[config.mk]
export PLATFORM = sky130hd
export DESIGN_NAME = decode_stage
export DESIGN_NICKNAME = d
export VERILOG_FILES = /design/src/rtl/decode_stage.sv
export SDC_FILE = /design/constraint.sdc
export NUM_CORES = 1
export LEC_CHECK = 0
export BUFFER_PORTS_ARGS = -buffer_cell sky130_fd_sc_hd__buf_4
export CORE_ASPECT_RATIO = 0.6
export CORE_MARGIN = 2
export CORE_UTILIZATION = 30
export CTS_BUF_LIST = sky130_fd_sc_hd__clkbuf_2
export DETAILED_ROUTE_END_ITERATION = 8
export PLACE_DENSITY_LB_ADDON = 0.25
export REMOVE_ABC_BUFFERS = 1
export SYNTH_ARGS = -nofsm -noshare
export SYNTH_HDL_FRONTEND = slang
export SYNTH_SLANG_ARGS = --single-unit
export TNS_END_PERCENT = 50
[constraint.sdc]
create_clock -name clk -period 2 [get_ports clk]
set_input_delay 0 -clock clk [delete_from_list [all_inputs] [get_ports clk]]
set_output_delay 0 -clock clk [all_outputs]
set_load 0.02 [all_outputs]
[src/rtl/decode_stage.sv]
// Instruction decode stage: splits a fetched word into per-format fields; optional trap via DECODE_ILLEGAL_TRAP_EN.
// Latency: one cycle from accept to out_valid; full throughput while out_ready is held high.
// Backpressure: two-entry skid buffer; registered in_ready drops the cycle after the skid entry fills.
module decode_stage #(
    parameter int INSTR_W = 32,
    parameter int OPC_W   = 6,
    parameter int REG_AW  = 5,
    parameter int MEM_AW  = 8,
    parameter int IMM_W   = 16
) (
    input  logic                clk,
    input  logic                rst,
    input  logic                in_valid,
    output logic                in_ready,
    input  logic [INSTR_W-1:0]  instr,
    input  logic                flush,
    output logic                out_valid,
    input  logic                out_ready,
    output logic [OPC_W-1:0]    opcode,
    output logic [2:0]          fmt,
    output logic [3:0]          alu_op,
    output logic [REG_AW-1:0]   rdst2,
    output logic [REG_AW-1:0]   rdst1,
    output logic [REG_AW-1:0]   rsrc2,
    output logic [REG_AW-1:0]   rsrc1,
    output logic [MEM_AW-1:0]   dst_addr,
    output logic [MEM_AW-1:0]   src_addr,
    output logic [IMM_W-1:0]    imm,
    output logic                illegal,
    input  logic                trap_ack
);

    localparam logic [0:0] ST_RUN  = 1'b0;
    localparam logic [0:0] ST_TRAP = 1'b1;

    typedef struct packed {
        logic [OPC_W-1:0]  opcode;
        logic [2:0]        fmt;
        logic [3:0]        alu_op;
        logic [REG_AW-1:0] rdst2;
        logic [REG_AW-1:0] rdst1;
        logic [REG_AW-1:0] rsrc2;
        logic [REG_AW-1:0] rsrc1;
        logic [MEM_AW-1:0] dst_addr;
        logic [MEM_AW-1:0] src_addr;
        logic [IMM_W-1:0]  imm;
        logic              illegal;
    } dec_t;

    logic [OPC_W-1:0] opc;
    dec_t             dec;

    logic main_vld_q, main_vld_d;
    dec_t main_dat_q, main_dat_d;
    logic skid_vld_q, skid_vld_d;
    dec_t skid_dat_q, skid_dat_d;
    logic in_rdy_q, in_rdy_d;
    logic state_q, state_d;
    logic accept, consume;

    always_comb begin
        opc        = instr[INSTR_W-1 -: OPC_W];
        dec        = '0;
        dec.opcode = opc;
        if (opc == OPC_W'(0)) begin
            dec.fmt   = 3'd0;
            dec.rdst2 = instr[INSTR_W-OPC_W-1 -: REG_AW];
            dec.imm   = instr[IMM_W-1:0];
        end else if (opc == OPC_W'(1)) begin
            dec.fmt   = 3'd1;
            dec.rdst2 = instr[INSTR_W-OPC_W-1 -: REG_AW];
            dec.rsrc2 = instr[REG_AW-1:0];
        end else if (opc == OPC_W'(2)) begin
            dec.fmt      = 3'd2;
            dec.rdst2    = instr[INSTR_W-OPC_W-1 -: REG_AW];
            dec.src_addr = instr[MEM_AW-1:0];
        end else if (opc == OPC_W'(3)) begin
            dec.fmt      = 3'd3;
            dec.dst_addr = instr[INSTR_W-OPC_W-1 -: MEM_AW];
            dec.rsrc2    = instr[REG_AW-1:0];
        end else if (opc >= OPC_W'(4) && opc <= OPC_W'(16)) begin
            dec.fmt    = 3'd4;
            dec.alu_op = 4'(opc - OPC_W'(4));
            dec.rdst2  = instr[INSTR_W-OPC_W-1 -: REG_AW];
            dec.rdst1  = instr[INSTR_W-OPC_W-REG_AW-1 -: REG_AW];
            dec.rsrc2  = instr[2*REG_AW-1:REG_AW];
            dec.rsrc1  = instr[REG_AW-1:0];
        end else begin
            // Unknown opcode: all operand fields stay zero so execute sees a NOP shape.
            dec.fmt = 3'd7;
`ifdef DECODE_ILLEGAL_TRAP_EN
            dec.illegal = 1'b1;
`endif
        end
    end

    assign accept  = in_valid && in_rdy_q;
    assign consume = main_vld_q && out_ready;

    always_comb begin
        main_vld_d = main_vld_q;
        main_dat_d = main_dat_q;
        skid_vld_d = skid_vld_q;
        skid_dat_d = skid_dat_q;
        if (flush) begin
            main_vld_d = 1'b0;
            skid_vld_d = 1'b0;
        end else if (!main_vld_q || consume) begin
            // Skid is only ever occupied while in_ready is low, so no accept races it here.
            if (skid_vld_q) begin
                main_vld_d = 1'b1;
                main_dat_d = skid_dat_q;
                skid_vld_d = 1'b0;
            end else begin
                main_vld_d = accept;
                if (accept) begin
                    main_dat_d = dec;
                end
            end
        end else if (accept) begin
            skid_vld_d = 1'b1;
            skid_dat_d = dec;
        end
    end

`ifdef DECODE_ILLEGAL_TRAP_EN
    logic illegal_held;
    assign illegal_held = (main_vld_q && main_dat_q.illegal) || (skid_vld_q && skid_dat_q.illegal);

    always_comb begin
        state_d = state_q;
        case (state_q)
            ST_RUN:  if (accept && dec.illegal && !flush) state_d = ST_TRAP;
            ST_TRAP: if (trap_ack && !illegal_held) state_d = ST_RUN;
            default: state_d = ST_RUN;
        endcase
    end
`else
    logic unused_trap_ack;
    assign unused_trap_ack = trap_ack;
    assign state_d         = ST_RUN;
`endif

    assign in_rdy_d = !skid_vld_d && (state_d == ST_RUN);

    always_ff @(posedge clk) begin
        if (rst) begin
            main_vld_q <= 1'b0;
            main_dat_q <= '0;
            skid_vld_q <= 1'b0;
            skid_dat_q <= '0;
            in_rdy_q   <= 1'b1;
            state_q    <= ST_RUN;
        end else begin
            main_vld_q <= main_vld_d;
            main_dat_q <= main_dat_d;
            skid_vld_q <= skid_vld_d;
            skid_dat_q <= skid_dat_d;
            in_rdy_q   <= in_rdy_d;
            state_q    <= state_d;
        end
    end

    assign in_ready  = in_rdy_q;
    assign out_valid = main_vld_q;
    assign opcode    = main_dat_q.opcode;
    assign fmt       = main_dat_q.fmt;
    assign alu_op    = main_dat_q.alu_op;
    assign rdst2     = main_dat_q.rdst2;
    assign rdst1     = main_dat_q.rdst1;
    assign rsrc2     = main_dat_q.rsrc2;
    assign rsrc1     = main_dat_q.rsrc1;
    assign dst_addr  = main_dat_q.dst_addr;
    assign src_addr  = main_dat_q.src_addr;
    assign imm       = main_dat_q.imm;
    assign illegal   = main_dat_q.illegal;

endmodule

# [Word-level counts from Yosys, hierarchy flattened]
# Cells that the tools add are included.
[op_classes] add_sub_neg=1 n_shift=0 n_div=0 eq_ne=3 bitwise_logic=2 multipliers=0 n_mux=29 magnitude_cmp=2 n_reduce_logical=11
[ops] operator="$mux W66" n=2
[ops] operator="$mux W5" n=7
[ops] operator="$mux W31" n=1
[ops] operator="$mux W24" n=1
[ops] operator="$mux W23" n=1
[ops] operator="$mux W21" n=1
[ops] operator="$mux W16" n=1
[ops] operator="$mux W8" n=2
[ops] operator="$mux W14" n=1
[ops] operator="$eq A6 B2 Y1 const B" n=2
[ops] operator="$mux W3" n=4
[ops] operator="$mux W4" n=3
[ops] operator="$eq A6 B1 Y1 const B" n=1
[ops] operator="$ge A6 B3 Y1 const B" n=1
[ops] operator="$le A6 B5 Y1 const B" n=1
[ops] operator="$logic_not A6 Y1" n=1
[ops] operator="$reduce_and A3 Y1" n=2
[ops] operator="$mux W1" n=4
[ops] operator="$sub A4 B3 Y4 const B" n=1
[ops] operator="$logic_and A1 B1 Y1" n=3
[ops] operator="$logic_not A1 Y1" n=2
[ops] operator="$mux W2" n=1
[ops] operator="$not A1 Y1" n=2
[ops] operator="$reduce_bool A2 Y1" n=1
[ops] operator="2 further kinds" n=2
[word_totals] ramBits=0 inputBits=38 latchBits=0 ff_bits=134 romBits=0 out_inout_bits=68 elab_cells=72 mem_count=0

# [Longest topological paths before layout]
[depth] depth_word=9 depth_mapped=7 ltp_nobuf=6

# [Worst setup path before layout]
# OpenSTA, ideal clock, no wires.
[synth_timing] path_kind="reg2reg" from="reg main_vld_q (netlist: out_valid)" to="reg main_dat_q (netlist bit dst_addr[6])" arrival_time_ps=1614 setup_slack_ps=263 synth_period_minus_slack_ps=1737 n_path_buf=3 required_ps=1877 stages_incl_launch_ff=8 setup_time_ps=123 cell_sequence="dfxtp_1 > nor2b_1 > clkbuf_1 > or3_1 > clkbuf_1 > clkbuf_1 > a221oi_1 > nor2_1"
[synth_via] elab_chain_cells=3 word_cells_on_any_way=4 cone_classes="reduce/logical: 4"
[synth_lines] element="from (decl)" line="53" source="logic main_vld_q, main_vld_d;"
[synth_lines] element="from (signal assigned)" line="155" source="main_vld_q <= main_vld_d;"
[synth_lines] element="$logic_not A1 Y1 or $logic_and A1 B1 Y1 (tied branches)" line="108, 98"
[synth_lines] element="$logic_or A1 B1 Y1 (*)" line="108" source="end else if (!main_vld_q || consume) begin"
[synth_lines] element="$reduce_and A3 Y1 (no line) (*)"
[synth_lines] element="to (signal assigned)" line="156" source="main_dat_q <= main_dat_d;"
[synth_lines] element="to (decl)" line="54" source="dec_t main_dat_q, main_dat_d;"
# Every way passes the cells marked *; elsewhere a longest branch is shown, timed or not.
# A chain may end at the register's enable or synchronous reset.

# [Final worst setup path]
[layout_timing] from="in instr[29]" to="reg main_dat_q (netlist bit dst_addr[1])"
[layout_via] elab_chain_cells=7 word_cells_on_any_way=10 cone_classes="eq/ne: 3; mux: 6; reduce/logical: 1"
[layout_lines] element="from (decl)" line="15" source="input logic [INSTR_W-1:0] instr,"
[layout_lines] element="$eq A6 B2 Y1" line="77" source="end else if (opc == OPC_W'(3)) begin"
[layout_lines] element="$mux W8" line="77"
[layout_lines] element="$mux W23" line="73" source="end else if (opc == OPC_W'(2)) begin"
[layout_lines] element="$mux W21" line="69" source="end else if (opc == OPC_W'(1)) begin"
[layout_lines] element="$mux W31 (*)" line="65" source="if (opc == OPC_W'(0)) begin"
[layout_lines] element="$mux W66 (*)" line="116" source="if (accept) begin"
[layout_lines] element="$mux W66 (*)" line="110" source="if (skid_vld_q) begin"
# Every way passes the cells marked *; elsewhere a longest branch is shown, timed or not. The select of a mux whose other input is x is not followed.

==> key figures <==
Worst setup path
  • Worst path buffer plus inverter count: 3
  • Crit path max fanout: 8
  • Slowest stage cell, crit path: nor3_2
  • Required time of the critical path: 2.65 ns
  • CP delay by family, top: simple AND/OR/NAND/NOR gates
  • CP Data Arrival Time: 2.53 ns
  • Crit-path cells: dlygate4sd3_1 > buf_4 > inv_1 > ha_1 > or3b_4 > nor3_2 > a221oi_1 > nor2_1
  • Slowest stage delay, CP: 0.62 ns
  • Crit path kind: in -> reg
  • CP endpoint kind: flip-flop
  • Reg2Reg Setup Slack: 0.15 ns
  • CP Launch Type: input port

Routing
  • Vias/cell: 5.20
  • Drt total wl: 17100 µm
  • Drt drc: 0
  • Detail Route Antenna Nets: 0
  • Drt pass-1 iters: 5
  • Vias: 5105
  • First DRT Iteration DRCs: 398
  • DR WL/cell: 17.4 µm

Timing
  • Final Max Tran Viols: 0
  • Layout Skew: 0.0306 ns
  • Slew margin rel.: 0.458
  • Final hold violations: 0
  • RSZ-0062 raised after global routing: false
  • Post-route setup slack: 0.119 ns
  • Final setup fails: 0
  • Final Cycle Share: 0.941
  • Setup_tns: 0 ns
  • Fmax: 532 MHz
  • Worst-Margin Slew: 0.810 ns
  • Post-layout minimum cycle time: 1.88 ns

Die
  • Die Y: 108 µm
  • Core area: 17900 µm²
  • FP Rows: 38
  • Initial Utilization: 0.303
  • # IOs: 106
  • Die ar.: 19300 µm²
  • Die width: 178 µm

Cells and area
  • Fill cell count: 1779
  • P&R area growth vs syn: 31.6%
  • Post-layout util: 0.399
  • Most common cell after layout, fill and taps aside: dfxtp_1
  • Antenna Cells: 0
  • Share of layout cells above drive strength 1: 0.235
  • Final non-filler cell total: 981
  • Most frequent cells in the layout: 132 x dfxtp_1, 116 x buf_4, 82 x nor2_1
  • Fin nets: 769

Power
  • Clock power frac: 0.299
  • Worst VDD drop: 0.281 mV
  • Comb power frac: 0.153
  • Reg power frac: 0.548
  • Sw Ratio: 0.310
  • Power Internal: 3.53 mW
  • Switching power: 1.59 mW
  • Leak pwr: 2.79 nW
  • Power Dens Cells: 715 nW/µm²

Global routing
  • First-pass GRT wire length: 26800 µm
  • GR Util All Layers: 0.179
  • Vias in the first global route: 4997
  • Largest net degree at the start of global routing: 86
  • Antenna violations before repair: 0
  • GRT overflow: 0

Run
  • Max-Cap Viols: 0

Clock tree
  • CTS sink cnt: 133
  • Num CTS Buffers: 17
  • Max Buffers Root-to-Sink: 2
  • CTS tree: done
  • Clock root buffer: clkbuf_2
  • Clock slew seen by the registers of the worst setup and hold paths: 0.22 ns
  • Latest clock arrival within the worst-skew pair: 0.71 ns
  • CTS H-tree lvls: 4

Placement
  • Inst Count DP: 903
  • Setup WS pre-CTS: 0.0287 ns
  • Dpl hpwl: 11000 µm
  • Final Wtd Congestion: 0.774
  • Port Buf Inserts: 103

Yosys
  • Post-Synthesis Cell Area: 5440 µm²
  • Synth Warn #: 0
  • Post-synth top area share: 0.490
  • Synth Area in Simple Gates: 0.155
  • EDFF count, synth: 0
  • Synth top area cells: dfxtp_1 49%, nor2_1 5.7%, a221oi_1 5.0%, a22oi_1 4.7%, o21ai_0 4.5%
  • Async set or reset register ratio after synthesis: 0
  • FF+latch count, synth: 133
  • Mapped Avg Cell Area: 9.10 µm²
  • Synth Area in Compound Gates: 0.277
  • Ys flop type: dfxtp_1
  • Synth Instances: 598
  • Post-synthesis xor/xnor area fraction: 0
  • Cell taking the most area after synthesis: dfxtp_1
  • Cell variety after synth: 53
  • Largest family of logic cells by synthesized area: compound AO/OA/AOI/OAI gates
  • Adder-Cell Fraction of Synth Area: 0.00690
  • Sequential cell area fraction in the yosys report: 0.490
  • Post-synthesis mux area share: 0.0184

Status
  • Outcome: finished, final reports clean

Worst hold path
  • Worst hold path type: in -> reg
## logic make-up (layout without fill, tap and decap cells)
family	count (synthesis)	after routing
and+or+nand+nor	162	162
AOI/OAI and AO/OA	221	221
adders and majority gates	3	3
other	1	1
DFF	133	133
buffers and inverters	68	211
muxes	10	10
## power by group through the flow
stage          logic, mW  registers, mW  clock network [mW]
6_report           0.783           2.80                1.53
5_1_grt            0.853           2.82                1.70
4_1_cts            0.778           2.80                1.59
3_5_place_dp       0.715           2.86                   0
3_3_place_gp       0.703           2.86                   0
2_1_floorplan      0.237           2.95                   0
## per-layer routing
layer,vias up,track usage,routed length [µm]
li1,2462,-,-
met1,2460,0.264,8860
met2,168,0.259,7030
met3,15,0.0440,1030
met4,0,0.0504,150
met5,-,0,0
## layout make-up
| cell class | instances | area [µm²] | share of cell area |
|---|---|---|---|
| clock buffer | 17 | 85.1 | 0.0119 |
| clock inverter | 15 | 129 | 0.0180 |
| inverter | 12 | 45.0 | 0.00629 |
| multi-input combinational | 397 | 2500 | 0.349 |
| sequential | 133 | 2660 | 0.372 |
| tap | 240 | 300 | 0.0420 |
| timing repair buffer | 167 | 1430 | 0.200 |
## final timing paths
kind | cells after the start | to | from
worst max-delay path | 8 | dst_addr[1] | instr[29]
worst min-delay path | 4 | skid_dat_q[15] | instr[14]
worst max register to register | 4 | skid_dat_q[38] | in_ready
worst min register to register | 2 | skid_dat_q[60] | skid_dat_q[60]
## registers in the layout, indices dropped and copies added, names as in the netlist
register and cells:
rdst2 5, skid_dat_q 65, fmt 3, rdst1 5, in_ready 1, imm 16
alu_op 4, rsrc1 5, out_valid 1, rsrc2 5, dst_addr 8, opcode 6
skid_vld_q 1, src_addr 8
## tightest hold or removal path, stage by stage
cell           delay, ns
dlygate4sd3_1       0.53
buf_4               0.11
a22oi_1             0.05
nor2_1              0.07
## synthesized netlist by cell type (all sizes together), types with 2 or more instances
master,number
o32ai,5
nand3b,11
nand3,8
buf,18
and4bb,2
nor4,2
inv,12
nand2b,3
dfxtp,133
nand2,28
a221oi,31
ha,3
mux2i,10
a22oi,34
and2,5
nor3,4
o41ai,5
a32oi,5
a22o,18
o21ai,59
or3,5
a21oi,45
clkbuf,38
nor2,83
or2,3
a211oi,12
nor3b,2
## per-stage QoR
stage,hold WS (ns),power (mW),area [µm²]
final,0.0740,5.12,7160
after global routing,0.00890,5.37,7160
after CTS,0.0000963,5.17,7090
after detailed placement,0.244,3.57,6470
after global placement,0.233,3.56,6470
after floorplan,0.0691,3.19,5190
## what timing repair did
action	4_1_cts	5_1_grt
hold buffers	41	4
endpoints found under the hold margin	133	4
gates resized for setup	0	1
buffers inserted	0	1
setup endpoints to repair	0	7
Power figures use the tool's default switching activity.
